===== src/rtl/fiber_pkg.sv =====
// Shared request encodings and FSM state constants for the fiber cache front end.
package fiber_pkg;

  localparam int unsigned REQ_TYPE_W = 4;

  localparam logic [REQ_TYPE_W-1:0] FETCH_REQ   = 4'b0001;
  localparam logic [REQ_TYPE_W-1:0] READ_REQ    = 4'b0010;
  localparam logic [REQ_TYPE_W-1:0] WRITE_REQ   = 4'b0100;
  localparam logic [REQ_TYPE_W-1:0] CONSUME_REQ = 4'b1000;

  typedef logic [0:0] fiber_state_e;
  localparam fiber_state_e IDLE  = 1'b0;
  localparam fiber_state_e ISSUE = 1'b1;

endpackage


===== src/rtl/fiber_id_fifo.sv =====
// In-order FIFO of requester IDs for outstanding READs; head steers returned data.
module fiber_id_fifo #(
  parameter int unsigned WIDTH = 2,
  parameter int unsigned DEPTH = 4
) (
  input  logic             i_clk,
  input  logic             i_nreset,
  input  logic             push_i,
  input  logic             pop_i,
  input  logic [WIDTH-1:0] data_i,
  output logic             full_o,
  output logic             empty_o,
  output logic [WIDTH-1:0] head_o
);

  localparam int unsigned PTR_W = $clog2(DEPTH);
  localparam int unsigned CNT_W = PTR_W + 1;

  logic [WIDTH-1:0] mem_q [DEPTH];
  logic [PTR_W-1:0] wr_ptr_q, wr_ptr_d;
  logic [PTR_W-1:0] rd_ptr_q, rd_ptr_d;
  logic [CNT_W-1:0] count_q, count_d;
  logic             push_ok, pop_ok;

  assign full_o  = (count_q == CNT_W'(DEPTH));
  assign empty_o = (count_q == '0);
  assign head_o  = mem_q[rd_ptr_q];
  assign push_ok = push_i & ~full_o;
  assign pop_ok  = pop_i & ~empty_o;

  // Pointers wrap naturally because DEPTH is a power of two.
  always_comb begin
    wr_ptr_d = wr_ptr_q;
    rd_ptr_d = rd_ptr_q;
    count_d  = count_q;
    if (push_ok) wr_ptr_d = wr_ptr_q + PTR_W'(1);
    if (pop_ok)  rd_ptr_d = rd_ptr_q + PTR_W'(1);
    case ({push_ok, pop_ok})
      2'b10:   count_d = count_q + CNT_W'(1);
      2'b01:   count_d = count_q - CNT_W'(1);
      default: count_d = count_q;
    endcase
  end

  always_ff @(posedge i_clk or negedge i_nreset) begin
    if (!i_nreset) begin
      wr_ptr_q <= '0;
      rd_ptr_q <= '0;
      count_q  <= '0;
    end else begin
      wr_ptr_q <= wr_ptr_d;
      rd_ptr_q <= rd_ptr_d;
      count_q  <= count_d;
    end
  end

  always_ff @(posedge i_clk) begin
    if (push_ok) mem_q[wr_ptr_q] <= data_i;
  end

endmodule


===== src/rtl/fiber_req_arbiter.sv =====
// Round-robin arbiter sharing the fiber cache request port among NUM_PE requesters,
// with in-order steering of returned READ data back to the issuing PE.
module fiber_req_arbiter
  import fiber_pkg::*;
#(
  parameter int unsigned NUM_PE     = 4,
  parameter int unsigned ADDR_WIDTH = 64,
  parameter int unsigned DATA_WIDTH = 16,
  parameter int unsigned RD_DEPTH   = 4
) (
  input  logic                           i_clk,
  input  logic                           i_nreset,
  input  logic [NUM_PE*REQ_TYPE_W-1:0]   i_pe_request_type,
  input  logic [NUM_PE*ADDR_WIDTH-1:0]   i_pe_addr,
  input  logic [NUM_PE*DATA_WIDTH-1:0]   i_pe_data,
  input  logic [NUM_PE-1:0]              i_pe_type_valid,
  output logic [NUM_PE-1:0]              o_pe_type_ready,
  output logic [DATA_WIDTH-1:0]          o_pe_data_o,
  output logic [NUM_PE-1:0]              o_pe_data_o_valid,
  input  logic [NUM_PE-1:0]              i_pe_data_o_ready,
  output logic [REQ_TYPE_W-1:0]          o_request_type,
  output logic [ADDR_WIDTH-1:0]          o_addr,
  output logic [DATA_WIDTH-1:0]          o_data,
  output logic                           o_type_valid,
  input  logic                           i_type_ready,
  input  logic [DATA_WIDTH-1:0]          i_cache_data,
  input  logic                           i_cache_data_valid,
  output logic                           o_cache_data_ready,
  output logic                           o_orphan
);

  localparam int unsigned IDW = $clog2(NUM_PE);

  fiber_state_e            state_q, state_d;
  logic [IDW-1:0]          last_grant_q, last_grant_d;
  logic [IDW-1:0]          id_q, id_d;
  logic [REQ_TYPE_W-1:0]   req_type_q, req_type_d;
  logic [ADDR_WIDTH-1:0]   addr_q, addr_d;
  logic [DATA_WIDTH-1:0]   data_q, data_d;
  logic                    orphan_q, orphan_d;

  logic [REQ_TYPE_W-1:0]   pe_type_a [NUM_PE];
  logic [ADDR_WIDTH-1:0]   pe_addr_a [NUM_PE];
  logic [DATA_WIDTH-1:0]   pe_data_a [NUM_PE];
  logic [NUM_PE-1:0]       eligible;
  logic                    win_found;
  logic [IDW-1:0]          win_id;
  int unsigned             cand;
  logic [IDW-1:0]          cand_id;

  logic [NUM_PE-1:0]       pe_ready_c;
  logic [NUM_PE-1:0]       pe_dvalid_c;
  logic [DATA_WIDTH-1:0]   pe_dout_c;
  logic                    cache_ready_c;

  logic                    fifo_push, fifo_pop, fifo_full, fifo_empty;
  logic [IDW-1:0]          fifo_head;

  // A READ is only eligible while the ID FIFO has room for its return slot.
  for (genvar k = 0; k < NUM_PE; k++) begin : g_pe
    assign pe_type_a[k] = i_pe_request_type[k*REQ_TYPE_W +: REQ_TYPE_W];
    assign pe_addr_a[k] = i_pe_addr[k*ADDR_WIDTH +: ADDR_WIDTH];
    assign pe_data_a[k] = i_pe_data[k*DATA_WIDTH +: DATA_WIDTH];
    assign eligible[k]  = i_pe_type_valid[k] &
                          ((pe_type_a[k] != READ_REQ) | ~fifo_full);
  end

  // Round-robin search upward from last_grant+1, wrapping at NUM_PE.
  always_comb begin
    win_found = 1'b0;
    win_id    = '0;
    cand      = 0;
    cand_id   = '0;
    for (int unsigned i = 1; i <= NUM_PE; i++) begin
      cand    = (32'(last_grant_q) + i) % NUM_PE;
      cand_id = IDW'(cand);
      if (!win_found && eligible[cand_id]) begin
        win_found = 1'b1;
        win_id    = cand_id;
      end
    end
  end

  always_comb begin
    state_d      = state_q;
    last_grant_d = last_grant_q;
    id_d         = id_q;
    req_type_d   = req_type_q;
    addr_d       = addr_q;
    data_d       = data_q;
    fifo_push    = 1'b0;
    pe_ready_c   = '0;
    case (state_q)
      IDLE: begin
        if (win_found) begin
          id_d       = win_id;
          req_type_d = pe_type_a[win_id];
          addr_d     = pe_addr_a[win_id];
          data_d     = pe_data_a[win_id];
          state_d    = ISSUE;
        end
      end
      ISSUE: begin
        if (i_type_ready) begin
          pe_ready_c[id_q] = 1'b1;
          last_grant_d     = id_q;
          fifo_push        = (req_type_q == READ_REQ);
          state_d          = IDLE;
        end
      end
      default: state_d = IDLE;
    endcase
  end

  // Return path is purely combinational; data with nothing outstanding is flagged.
  always_comb begin
    pe_dout_c     = '0;
    pe_dvalid_c   = '0;
    cache_ready_c = 1'b0;
    orphan_d      = orphan_q;
    if (!fifo_empty) begin
      pe_dout_c              = i_cache_data;
      pe_dvalid_c[fifo_head] = i_cache_data_valid;
      cache_ready_c          = i_pe_data_o_ready[fifo_head];
    end else if (i_cache_data_valid) begin
      orphan_d = 1'b1;
    end
  end

  assign fifo_pop = i_cache_data_valid & cache_ready_c;

  always_ff @(posedge i_clk or negedge i_nreset) begin
    if (!i_nreset) begin
      state_q      <= IDLE;
      last_grant_q <= IDW'(NUM_PE - 1);
      id_q         <= '0;
      req_type_q   <= '0;
      addr_q       <= '0;
      data_q       <= '0;
      orphan_q     <= 1'b0;
    end else begin
      state_q      <= state_d;
      last_grant_q <= last_grant_d;
      id_q         <= id_d;
      req_type_q   <= req_type_d;
      addr_q       <= addr_d;
      data_q       <= data_d;
      orphan_q     <= orphan_d;
    end
  end

  fiber_id_fifo #(
    .WIDTH (IDW),
    .DEPTH (RD_DEPTH)
  ) u_id_fifo (
    .i_clk    (i_clk),
    .i_nreset (i_nreset),
    .push_i   (fifo_push),
    .pop_i    (fifo_pop),
    .data_i   (id_q),
    .full_o   (fifo_full),
    .empty_o  (fifo_empty),
    .head_o   (fifo_head)
  );

  assign o_type_valid       = (state_q == ISSUE);
  assign o_request_type     = req_type_q;
  assign o_addr             = addr_q;
  assign o_data             = data_q;
  assign o_orphan           = orphan_q;
  assign o_pe_type_ready    = pe_ready_c;
  assign o_pe_data_o        = pe_dout_c;
  assign o_pe_data_o_valid  = pe_dvalid_c;
  assign o_cache_data_ready = cache_ready_c;

endmodule


===== config.mk =====
export PLATFORM = sky130hd
export DESIGN_NAME = fiber_req_arbiter
export DESIGN_NICKNAME = d
export VERILOG_FILES = /design/src/rtl/fiber_pkg.sv /design/src/rtl/fiber_id_fifo.sv /design/src/rtl/fiber_req_arbiter.sv
export SDC_FILE = /design/constraint.sdc
export NUM_CORES = 1
export LEC_CHECK = 0
export CAP_MARGIN = 20
export CORE_AREA = 2 2 183 185
export DETAILED_ROUTE_END_ITERATION = 12
export DIE_AREA = 0 0 185 187
export DONT_BUFFER_PORTS = 1
export HOLD_SLACK_MARGIN = 0.02
export MAX_ROUTING_LAYER = met4
export PLACE_DENSITY = 0.4
export SLEW_MARGIN = 20
export SYNTH_ARGS = -nofsm -noshare
export SYNTH_HDL_FRONTEND = slang
export SYNTH_SLANG_ARGS = --single-unit
export TNS_END_PERCENT = 5

===== constraint.sdc =====
create_clock -name i_clk -period 4.7 [get_ports i_clk]
set_input_delay 0.94 -clock i_clk [delete_from_list [all_inputs] [get_ports i_clk]]
set_output_delay 0.94 -clock i_clk [all_outputs]
set_load 0.02 [all_outputs]

==> results of run 1 <==
## worst paths after layout
path,from,to,slack (ns),depth (start not counted)
min in group i_clk,last_grant_q[0]$_DFFE_PN1P_,last_grant_q[0]$_DFFE_PN1P_,0.51,2
max in group asynchronous,i_nreset,last_grant_q[1]$_DFFE_PN1P_,4.22,0
worst max-delay path,u_id_fifo.rd_ptr_q[0]$_DFFE_PN0P_,u_id_fifo.count_q[2]$_DFFE_PN0P_,1.44,10
worst min register to register,last_grant_q[0]$_DFFE_PN1P_,last_grant_q[0]$_DFFE_PN1P_,0.51,2
worst max register to register,u_id_fifo.rd_ptr_q[0]$_DFFE_PN0P_,u_id_fifo.count_q[2]$_DFFE_PN0P_,1.44,10
worst min-delay path,i_nreset,o_addr[50]$_DFFE_PN0P_,0.27,0
## cell type report
type,count,area (µm²)
clock buffers,9,225
diodes,1,2.50
flip-flops and latches,105,2670
fillers,3514,25200
clock inverters,7,52.6
repair buffers,8,97.6
well taps,448,561
inverters,10,37.5
multi-input cells,427,3980
## sequential cells by signal (all words and copies together) (netlist names)
name and cells:
id_q 2, last_grant_q 2, o_addr 64, o_data 16, o_orphan 1, o_request_type 4
o_type_valid 1, u_id_fifo.count_q 3, u_id_fifo.mem_q 8, u_id_fifo.rd_ptr_q 2, u_id_fifo.wr_ptr_q 2
## power groups by stage
| stage | Clock [mW] | Sequential (mW) | Combinational (mW) |
|---|---|---|---|
| after global routing | 0.829 | 1.92 | 1.64 |
| after detailed placement | 0 | 1.91 | 1.50 |
| after CTS | 0.797 | 1.89 | 1.50 |
| final | 0.750 | 1.88 | 1.49 |
| after global placement | 0 | 1.90 | 1.45 |
| after floorplan | 0 | 1.75 | 1.35 |
## cell usage after synthesis (3+ instances only)
master    instances  share of area
buf_2            16          0.011
clkbuf_4          5         0.0054
nor2b_1          17          0.015
nor3_1            6         0.0043
mux2i_1         170           0.24
clkbuf_1         12         0.0064
inv_1            10         0.0054
xor2_1            3         0.0037
buf_12            3         0.0086
a221oi_2         84           0.18
edfxtp_1          8          0.034
mux4_2            3         0.0096
dfrtp_1          95           0.34
and2_1            6         0.0054
buf_6             9          0.014
nand2_1           8         0.0043
ha_1              5         0.0089
nor2_1           92          0.049
xnor2_1           3         0.0037
## cells by family (layout without fill, tap and decap cells)
group                    after synthesis  in the layout
other                                  0              1
flip-flops                           105            105
AND/OR/NAND/NOR                      141            141
XOR/XNOR                               6              6
adder cells (fa/ha/maj)                6              6
AO/OA/AOI/OAI                        101            101
buffers and inverters                 59             34
multiplexers                         173            173
## worst max-delay path, cell delays in order, from the launching register on
cell and delay (ns):
dfrtp_1 0.44, mux4_2 0.59, mux4_2 0.35, nor2b_1 0.38, and2_1 0.29, ha_1 0.22
inv_1 0.07, fa_1 0.43, xor2_1 0.15, nor2_1 0.11, xor2_1 0.15
## metrics by stage
step	util	cells	instance area [µm²]
4_1_cts	0.232	1014	7630
6_report	0.232	1015	7630
3_3_place_gp	0.224	998	7350
5_1_grt	0.232	1015	7630
2_1_floorplan	-	591	7020
3_5_place_dp	0.224	998	7350
## metal layers
layer  up-vias  global-route usage  part of all wire
met5         -                   -                 0
met3        23              0.0282             0.068
met1      2399               0.142              0.39
met4         0              0.0412             0.023
met2       296               0.227              0.52
li1       2192                   -                 -
==> metrics.txt, run 1 <==
status complete, no violations; arrival time at the worst endpoint 3.54 ns; initial antenna violation count 1; CTS Sinks 105; drt total wl 22200 µm; Synth Area in Simple Gates 0.0935; Final Cycle Share 0.694; clock slew at the register clock pins of the worst setup and hold paths 0.08 ns; Die Y 187 µm; vias per cell 4.84; Mapped Avg Cell Area 11.9 µm²; Fin Hold WS 0.275 ns; grt total ovfl 0; Yosys reg bits 105; worst-skew pair later-pin latency 0.36 ns; CTS root buf clkbuf_16; Logic pwr share 0.361; htree depth 3; worst vdd ir 177 µV; vias in the first global route 5252; routed via count 4910; Post-Synth Adder-Cell Area 0.0118; first-pass GRT wire length 32400 µm; skew final 0.00962 ns; initial core utilization 0.213; count of different cell masters after synthesis 47; Startpoint Class flip-flop; Ys Warns 0; f_max 0.306 GHz; largest net degree at the start of global routing 98; Post-CTS Setup Repair Bufs 0; total die area 34600 µm²; Design Power 4.11 mW; Post-CTS Resized 0; Post-CTS Hold Fix Bufs 0; CP required 4.98 ns; final setup violation count 0; Setup TNS Final 0 ns; XOR/XNOR share of the synthesized area 0.00749; critical path class flip-flop to flip-flop; First-pass DRT Iterations 4; Worst Path Max Fanout 5; gr usage total 0.128; Synth Cell Area 7020 µm²; Final Max Tran Viols 0; NumNets Final 931; Area Overhead vs Synth 8.74%; I/O pins 475; CTS tree built; HP Class input port to async pin; commonest non-fill, non-tap cells in the layout mux2i_1, dfrtp_1, nor2_1; Static Leak 3.10 nW; RePlAce Congestion 0.790; power share of the clock group 0.182; Core Rows 67; mux cell area share after synthesis 0.252; I/O Buffers 0; CTS Buf Count 9; sequential element share of the synthesized area 0.381; largest family of logic cells by synthesized area multiplexers; internal power 2.25 mW; Psw 1.86 mW; most common flop cell mapped by yosys dfrtp_1; # DRC 0; Hold Fails Final Rpt 0; RSZ-0062 raised after global routing no; ys async rst share 0.924; worst slack, placed 1.02 ns; share of layout cells above drive strength 1 0.212; CTS Buffer Depth 2; Synth Area in Compound Gates 0.198; Synth Net Count 961; crit path capture type flip-flop; Worst Tran Pin Value 1.06 ns; DRT antenna net count 0; final worst setup slack 1.44 ns; Reg power frac 0.456; sw frac 0.453; Cells after Synth 591; commonest non-fill, non-tap cell in the layout mux2i_1; fin crit period 3.26 ns; Post-synth EDFFs 8; Max transition margin 0.293; P per Cell Area 539 nW/µm²; routed len/inst 21.9 µm; core area 32900 µm²; max-cap violations 0; post-DP HPWL 17000 µm; DR iter-0 viols 165; die width 185 µm
(Power assumes the default switching activity.)
==> run 2, diff against run 1 <==
==> constraint.sdc (replaced) <==
create_clock -name i_clk -period 3.02 [get_ports i_clk]
set_input_delay 0.604 -clock i_clk [delete_from_list [all_inputs] [get_ports i_clk]]
set_output_delay 0.604 -clock i_clk [all_outputs]
set_load 0.02 [all_outputs]
==> metrics.txt, run 2 (synthesis gave the netlist of run 1 again) <==
first-pass GRT wire length 33400 µm; Max transition margin 0.290; worst slack, placed -0.124 ns; grt total ovfl 0; Largest register FFs 64; DR iter-0 viols 227; Worst Path Max Fanout 53; R2R Setup Slk 0.12 ns; worst vdd ir 278 µV; Worst Tran Pin Value 1.06 ns; vias in the first global route 5485; DRT antenna net count 0; commonest non-fill, non-tap cells in the layout mux2i_1, dfrtp_1, nor2_1; total die area 34600 µm²; largest net degree at the start of global routing 96; P per Cell Area 833 nW/µm²; CTS Buf Count 9; I/O Buffers 0; Die Y 187 µm; Final Instance Count excl. Fillers 1056; Placed Cells 1037; vias per cell 4.74; critical path class flip-flop to flip-flop; share of layout cells above drive strength 1 0.272; commonest non-fill, non-tap cell in the layout mux2i_1; Final Max Tran Viols 0; CTS Sinks 105; worst r2r dst o_data[13]$_DFFE_PN0P_; Static Leak 3.35 nW; CTS tree built; RSZ-0062 raised after global routing yes; First-pass DRT Iterations 5; # DRC 0; core area 32900 µm²; CTS root buf clkbuf_16; htree depth 3; CTS Buffer Depth 2; routed via count 5002; final worst setup slack 0.121 ns; post-DP HPWL 18000 µm; Area Overhead vs Synth 14.7%; Buf/Inv on CP 3; Hold Fails Final Rpt 0; f_max 0.345 GHz; Core Util, Final 0.245; Slowest-stage cell, CP or3b_1; skew final 0.00984 ns; drt total wl 23100 µm; HP Class input port to async pin; reg2reg start u_id_fifo.count_q[0]$_DFFE_PN0P_; I/O pins 475; crit path capture type flip-flop; RePlAce Congestion 0.818; worst-skew pair later-pin latency 0.36 ns; Fin Hold WS 0.0830 ns; gr usage total 0.132; routed len/inst 21.9 µm; CP Cell Sequence or3b_1 > o21ai_4 > buf_4 > mux2i_1 > a221oi_4 > buf_12 > buf_4 > mux2i_1 > a221oi_2; initial core utilization 0.213; max-cap violations 0; filler cell count 3490; Final Cycle Share 0.960; delay-heaviest family, CP buffers and inverters; path depth of the worst reg2reg path 9; clock slew at the register clock pins of the worst setup and hold paths 0.08 ns; status complete, no violations; crit-path max cell delay 0.48 ns; Design Power 6.71 mW; Core Rows 67; Startpoint Class flip-flop; final setup violation count 0; die width 185 µm; fin crit period 2.90 ns; arrival time at the worst endpoint 3.10 ns; NumNets Final 972; initial antenna violation count 1; CP required 3.22 ns
[run 2: metrics by stage]
stage                     TNS (ns)  instance area, µm²
after floorplan                  0                7020
after global placement       -3.45                7720
after detailed placement     -6.17                7720
after CTS                        0                8030
after global routing        -0.282                8050
final                            0                8050
[run 2: power breakdown]
part / switching (mW) / internal (mW)
Sequential: 1.01 / 1.91
Clock: 0.631 / 0.580
Combinational: 1.38 / 1.20
Total: 3.02 / 3.69
[run 2: what timing repair did]
action                     4_1_cts  5_1_grt
setup endpoints to repair        0       19
setup buffers                    0        1
hold buffers                     1        0
gates resized for setup          0        3
hold endpoints to repair        95        0
[run 2: final cells by class]
type | count | area (µm²) | area share
Clock inverter | 7 | 61.3 | 0.00762
Sequential cell | 105 | 2670 | 0.332
Clock buffer | 9 | 225 | 0.0280
Timing Repair Buffer | 49 | 504 | 0.0626
Tap cell | 448 | 561 | 0.0696
Inverter | 10 | 37.5 | 0.00466
Antenna cell | 1 | 2.50 | 0.000311
Multi-Input combinational cell | 427 | 3990 | 0.495
[run 2: per-layer routing]
layer / global-route usage / vias up / share of wire
li1: - / 2265 / -
met1: 0.145 / 2438 / 0.39
met2: 0.240 / 287 / 0.53
met3: 0.0284 / 12 / 0.066
met4: 0.0330 / 0 / 0.013
met5: - / - / 0
[run 2: worst max-delay path by stage]
stage / start / endpoint / slack, ns / cells past startpoint
3_3_place_gp: i_pe_request_type[4] / o_addr[21]$_DFFE_PN0P_ / -0.09 / 9
5_1_grt: u_id_fifo.count_q[2]$_DFFE_PN0P_ / o_data[13]$_DFFE_PN0P_ / -0.04 / 9
6_report: u_id_fifo.count_q[0]$_DFFE_PN0P_ / o_data[13]$_DFFE_PN0P_ / 0.12 / 9
2_1_floorplan: u_id_fifo.rd_ptr_q[0]$_DFFE_PN0P_ / u_id_fifo.count_q[2]$_DFFE_PN0P_ / 0.11 / 10
3_5_place_dp: i_pe_request_type[4] / o_addr[63]$_DFFE_PN0P_ / -0.12 / 8
4_1_cts: u_id_fifo.rd_ptr_q[0]$_DFFE_PN0P_ / u_id_fifo.count_q[2]$_DFFE_PN0P_ / 0.02 / 10
